--- src/rtl/matmult_result_serializer_if.sv ---
// Handshake bundle between the matmult result stage, the serializer and the downstream consumer.
// Checksum ports exist only when SERIALIZER_CHECKSUM_EN is defined.
interface matmult_result_serializer_if #(
  parameter int DATA_W = 64,
  parameter int N_ELEM = 25
);
  logic                     in_valid;
  logic                     in_accept;
  logic signed [DATA_W-1:0] in_c [N_ELEM];
  logic                     out_valid;
  logic                     out_ready;
  logic signed [DATA_W-1:0] out_data;
  logic [4:0]               out_index;
  logic                     out_last;
`ifdef SERIALIZER_CHECKSUM_EN
  logic signed [DATA_W-1:0] out_sum;
  logic                     out_sum_valid;

  modport master (
    output in_valid, in_c, out_ready,
    input  in_accept, out_valid, out_data, out_index, out_last, out_sum, out_sum_valid
  );
  modport slave (
    input  in_valid, in_c, out_ready,
    output in_accept, out_valid, out_data, out_index, out_last, out_sum, out_sum_valid
  );
`else
  modport master (
    output in_valid, in_c, out_ready,
    input  in_accept, out_valid, out_data, out_index, out_last
  );
  modport slave (
    input  in_valid, in_c, out_ready,
    output in_accept, out_valid, out_data, out_index, out_last
  );
`endif
endinterface

--- src/rtl/matmult_result_serializer.sv ---
// Captures a 5x5 result matrix and streams it out one element per accepted beat, row-major.
// Optional running checksum of transferred elements when SERIALIZER_CHECKSUM_EN is defined.
module matmult_result_serializer #(
  parameter int DATA_W = 64,
  parameter int N_ELEM = 25
) (
  input  logic                          clk,
  input  logic                          rst,
  matmult_result_serializer_if.slave    bus
);
  typedef enum logic [1:0] {
    IDLE = 2'b00,
    ACK  = 2'b01,
    SEND = 2'b10
  } state_t;

  localparam logic [4:0] LAST_IDX = 5'(N_ELEM - 1);

  state_t                   state_q, state_d;
  logic [4:0]               index_q, index_d;
  logic signed [DATA_W-1:0] buf_q [N_ELEM];
  logic                     capture;
  logic                     accept;
  logic                     send;

  always_ff @(posedge clk) begin
    if (rst) begin
      state_q <= IDLE;
      index_q <= '0;
    end else begin
      state_q <= state_d;
      index_q <= index_d;
    end
  end

  always_comb begin
    state_d = state_q;
    index_d = index_q;
    capture = 1'b0;
    accept  = 1'b0;
    send    = 1'b0;
    case (state_q)
      IDLE: begin
        if (bus.in_valid) begin
          capture = 1'b1;
          state_d = ACK;
        end
      end
      // in_valid is deliberately not looked at here or in SEND
      ACK: begin
        accept  = 1'b1;
        state_d = SEND;
        index_d = '0;
      end
      SEND: begin
        send = 1'b1;
        if (bus.out_ready) begin
          if (index_q == LAST_IDX) begin
            state_d = IDLE;
            index_d = '0;
          end else begin
            index_d = index_q + 5'd1;
          end
        end
      end
      default: begin
        state_d = IDLE;
        index_d = '0;
      end
    endcase
  end

  always_ff @(posedge clk) begin
    if (rst) begin
      for (int i = 0; i < N_ELEM; i++) buf_q[i] <= '0;
    end else if (capture) begin
      for (int i = 0; i < N_ELEM; i++) buf_q[i] <= bus.in_c[i];
    end
  end

  // Outputs decode only from state/index/buffer flops; out_ready never reaches them.
  assign bus.in_accept = accept;
  assign bus.out_valid = send;
  assign bus.out_data  = send ? buf_q[index_q] : '0;
  assign bus.out_index = send ? index_q : 5'd0;
  assign bus.out_last  = send && (index_q == LAST_IDX);

`ifdef SERIALIZER_CHECKSUM_EN
  logic                     xfer;
  logic signed [DATA_W-1:0] sum_q;
  logic                     sum_valid_q;

  assign xfer = (state_q == SEND) && bus.out_ready;

  always_ff @(posedge clk) begin
    if (rst) begin
      sum_q       <= '0;
      sum_valid_q <= 1'b0;
    end else begin
      sum_valid_q <= xfer && (index_q == LAST_IDX);
      if (accept)    sum_q <= '0;
      else if (xfer) sum_q <= sum_q + buf_q[index_q];
    end
  end

  assign bus.out_sum       = sum_q;
  assign bus.out_sum_valid = sum_valid_q;
`endif
endmodule

--- src/flat_wrapper.sv ---
// flat-port wrapper written by rule: the top's interface ports become plain ports
module matmult_result_serializer_flat 
#(
  parameter int DATA_W = 64,
  parameter int N_ELEM = 25
)
  (clk, rst, bus_in_valid, bus_in_c, bus_out_ready, bus_in_accept, bus_out_valid, bus_out_data, bus_out_index, bus_out_last);
  matmult_result_serializer_if #(.DATA_W(DATA_W), .N_ELEM(N_ELEM)) bus_i ();
  input  logic clk;
  input  logic rst;
  input wire logic [$bits(bus_i.in_valid)-1:0] bus_in_valid;
  input wire logic [$bits(bus_i.in_c)-1:0] bus_in_c;
  input wire logic [$bits(bus_i.out_ready)-1:0] bus_out_ready;
  output wire logic [$bits(bus_i.in_accept)-1:0] bus_in_accept;
  output wire logic [$bits(bus_i.out_valid)-1:0] bus_out_valid;
  output wire logic [$bits(bus_i.out_data)-1:0] bus_out_data;
  output wire logic [$bits(bus_i.out_index)-1:0] bus_out_index;
  output wire logic [$bits(bus_i.out_last)-1:0] bus_out_last;
  assign bus_i.in_valid = bus_in_valid;
  assign bus_i.in_c = {>>{bus_in_c}};
  assign bus_i.out_ready = bus_out_ready;
  assign bus_in_accept = bus_i.in_accept;
  assign bus_out_valid = bus_i.out_valid;
  assign bus_out_data = bus_i.out_data;
  assign bus_out_index = bus_i.out_index;
  assign bus_out_last = bus_i.out_last;
  matmult_result_serializer #(.DATA_W(DATA_W), .N_ELEM(N_ELEM)) u_core (.clk(clk), .rst(rst), .bus(bus_i));
endmodule
--- config.mk ---
export PLATFORM = sky130hd
export DESIGN_NAME = matmult_result_serializer_flat
export DESIGN_NICKNAME = d
export VERILOG_FILES = /design/src/rtl/matmult_result_serializer_if.sv /design/src/rtl/matmult_result_serializer.sv /design/src/flat_wrapper.sv
export SDC_FILE = /design/constraint.sdc
export NUM_CORES = 2
export LEC_CHECK = 0
export CORE_AREA = 4 4 648 650
export DETAILED_ROUTE_END_ITERATION = 8
export DIE_AREA = 0 0 652 654
export PLACE_DENSITY = 0.42
export REMOVE_ABC_BUFFERS = 1
export SLEW_MARGIN = 40
export SYNTH_ARGS = -nofsm -noshare
export SYNTH_HDL_FRONTEND = slang
export SYNTH_SLANG_ARGS = --single-unit
export TNS_END_PERCENT = 20
--- constraint.sdc ---
create_clock -name clk -period 119.3 [get_ports clk]
set_input_delay 23.86 -clock clk [delete_from_list [all_inputs] [get_ports clk]]
set_output_delay 23.86 -clock clk [all_outputs]
set_load 0.005 [all_outputs]
==> results.json <==
{
  "powerDensity_nw_per_um2": 14.24,
  "clockBufferDepth": 4,
  "drc_errors": 0,
  "tightest_slew_ps": 893.8,
  "worst_ep_required_time_ps": 95440,
  "post-route-period-util_pct": 25.07,
  "dieWidth_um": 652,
  "cts-hold-fix-buffers": 0,
  "synthToLayoutAreaGrowth_pct": 41.41,
  "worst_hold_slack_ps": 578.2,
  "async_flop_share_pct": 0,
  "via_count": 47150,
  "drt-total-wl_mm": 336.0,
  "period_needed_ps": 29910,
  "dpl.hpwl_mm": 257.0,
  "status": "completed",
  "postCtsSetupRepairBufs": 0,
  "p_leak_nw": 35.23,
  "slew_headroom_pct": 40.41,
  "cts.sinks": 1612,
  "wl_per_cell_um": 28.04,
  "hold_violations": 0,
  "rsz0062_at_grt": "no",
  "fin_nets": 7901,
  "cts_root_buffer": "clkbuf_16",
  "syn_area_um2": 72200,
  "die_h_um": 654,
  "htree_levels": 4,
  "timing.fmax_ghz": 0.03343,
  "yosysTopAreaCell": "edfxtp_1",
  "ys_types": 48,
  "pre_cts_slack_ps": 89250,
  "drtIter0Drc": 3490,
  "syn_area_per_cell_um2": 15.51,
  "synth-main-ff-cell": "edfxtp_1",
  "peakVddDrop_mv": 0.01141,
  "start_kind": "register",
  "cts_tree": "yes",
  "nFillCells": 43030,
  "timing.rr.start": "u_core.state_q[1]",
  "num_rows": 236,
  "start_util_pct": 17.48,
  "grt_pass1_wl_mm": 441.5,
  "r2r_slack_ps": 112610,
  "grt_max_degree": 183,
  "setup_ws_ps": 89390,
  "die_area_um2": 426400,
  "gp_congestion": 0.8198,
  "hp-start": "u_core.index_q[2]",
  "r2r_cells": 12,
  "synth_area_leaders": "edfxtp_1, and2_1, mux4_2, nor2b_1, mux2i_1",
  "hold_class": "reg2reg",
  "multiInputGateArea_um2": 22510,
  "yosysMostFrequentCell": "edfxtp_1",
  "arrival_ps": 6050,
  "vias_per_cell": 3.934,
  "yosysWarnings": 0,
  "ys_seq_area_share_pct": 66.88,
  "setup_viol": 0,
  "clock_latency_ps": 860,
  "drv_cap": 0,
  "grt_usage_pct": 15.03,
  "synth_common_cells": "edfxtp_1, and2_1, nor2b_1",
  "finalMaxSlewViolations": 0,
  "grt_remaining_overflow": 0,
  "synth_top_area_share_pct": 66.54,
  "ys_seq_elements": 1612,
  "grt_pass1_vias": 49950,
  "core_area_um2": 413100,
  "post_cts_resized": 0,
  "clkSlewWorstSetupHoldPaths_ps": 60,
  "portBuffers": 1675,
  "synth_edf_count": 1600,
  "synth_cells": 4656,
  "path_max_fanout": 31,
  "antenna_found_initial": 144,
  "finClkSkew_ps": 26.86,
  "cp-end-kind": "output port",
  "dr.pass1.iters": 7,
  "critical_path_class": "reg2out",
  "fin_util_pct": 24.72,
  "ant_nets": 0,
  "timing.rr.end": "u_core.buf_q[7][54]",
  "fin_cells": 11980,
  "whs_path_depth": 2,
  "drive_gt1_share_pct": 12.10,
  "seqCellArea_um2": 48300,
  "fin_tns_setup_ps": 0,
  "ios": 1676,
  "cts_buffers": 198,
  "place_inst": 11560
}
-- where the power goes --
group	total (mW)	internal, mW	switching [mW]
clock	0.606	0.357	0.249
combinational	0.150	0.0825	0.0679
sequential	0.697	0.681	0.0168
-- layout make-up --
class	count	area share, %
antenna	66	0.1618
inverter	5	0.01838
clock inverter	103	1.070
sequential	1612	47.31
tap	5474	6.708
timing repair buffer	1780	17.53
multi-input combinational	2698	22.05
clock buffer	246	5.154
-- how the worst max path moves through the flow --
| stage | end | slack (ps) |
|---|---|---|
| after floorplan | u_core.buf_q[0][0] | 55150 |
| after global placement | u_core.buf_q[16][54] | 88520 |
| after detailed placement | u_core.buf_q[20][54] | 89250 |
| after CTS | bus_out_data[30] | 88950 |
| after global routing | bus_out_data[30] | 88960 |
| final | bus_out_data[30] | 89390 |
-- metrics by stage --
stage	instance area (um^2)	power [mW]
3_3_place_gp	95260	0.8594
3_5_place_dp	95380	0.8618
4_1_cts	101700	1.476
2_1_floorplan	70690	0.8432
6_report	102100	1.454
5_1_grt	102000	1.508
-- cells in the final DEF (no fill, tap or decap), types with 6 or more instances in the layout --
cell type / count
a211oi_1: 7
clkinv_2: 34
clkbuf_1: 42
edfxtp_1: 1600
buf_4: 65
mux2_2: 62
mux2i_1: 144
nor2_1: 77
clkdlybuf4s50_1: 1674
a2bb2oi_1: 15
dfxtp_1: 7
nor2b_1: 485
clkinv_1: 29
buf_6: 22
and2_1: 1155
nand3_1: 75
clkinvlp_4: 9
o221ai_1: 15
buf_12: 14
or4_1: 36
o22ai_1: 56
nand2_1: 72
a22oi_1: 77
mux4_2: 299
a21oi_1: 46
diode_2: 66
bufinv_16: 21
a211oi_2: 6
nand4_1: 13
clkbuf_16: 204
nor3_1: 17
-- logic make-up after synthesis --
logic type	Yosys count	share of synthesized area, %
AO/OA/AOI/OAI	230	2.230
adder cells (fa/ha/maj)	2	0.03465
buffers and inverters	346	2.118
flip-flops	1612	66.88
multiplexers	505	12.29
AND/OR/NAND/NOR	1961	16.45
-- per-layer routing --
layer / global-route usage, % / vias up / wire, um
li1: - / 20600 / -
met5: 0 / - / 448
met2: 28.35 / 1662 / 181200
met3: 3.189 / 493 / 19120
met1: 16.98 / 24330 / 126500
met4: 3.936 / 70 / 8731
-- worst max-delay path, cell delays in order (launching register included) --
cell             delay, ps
dfxtp_4                770
buf_4                  680
buf_4                  650
buf_4                  590
mux4_2                 570
nand3_1                340
nand2_1                180
or4_1                  550
clkdlybuf4s50_1        660
-- sequential cells by signal, summed over array words and instances (netlist names), named ones only --
name and count:
u_core.buf_q 1600, u_core.index_q 5, u_core.state_q 2
Note: power is estimated with default switching activity, not from simulation.
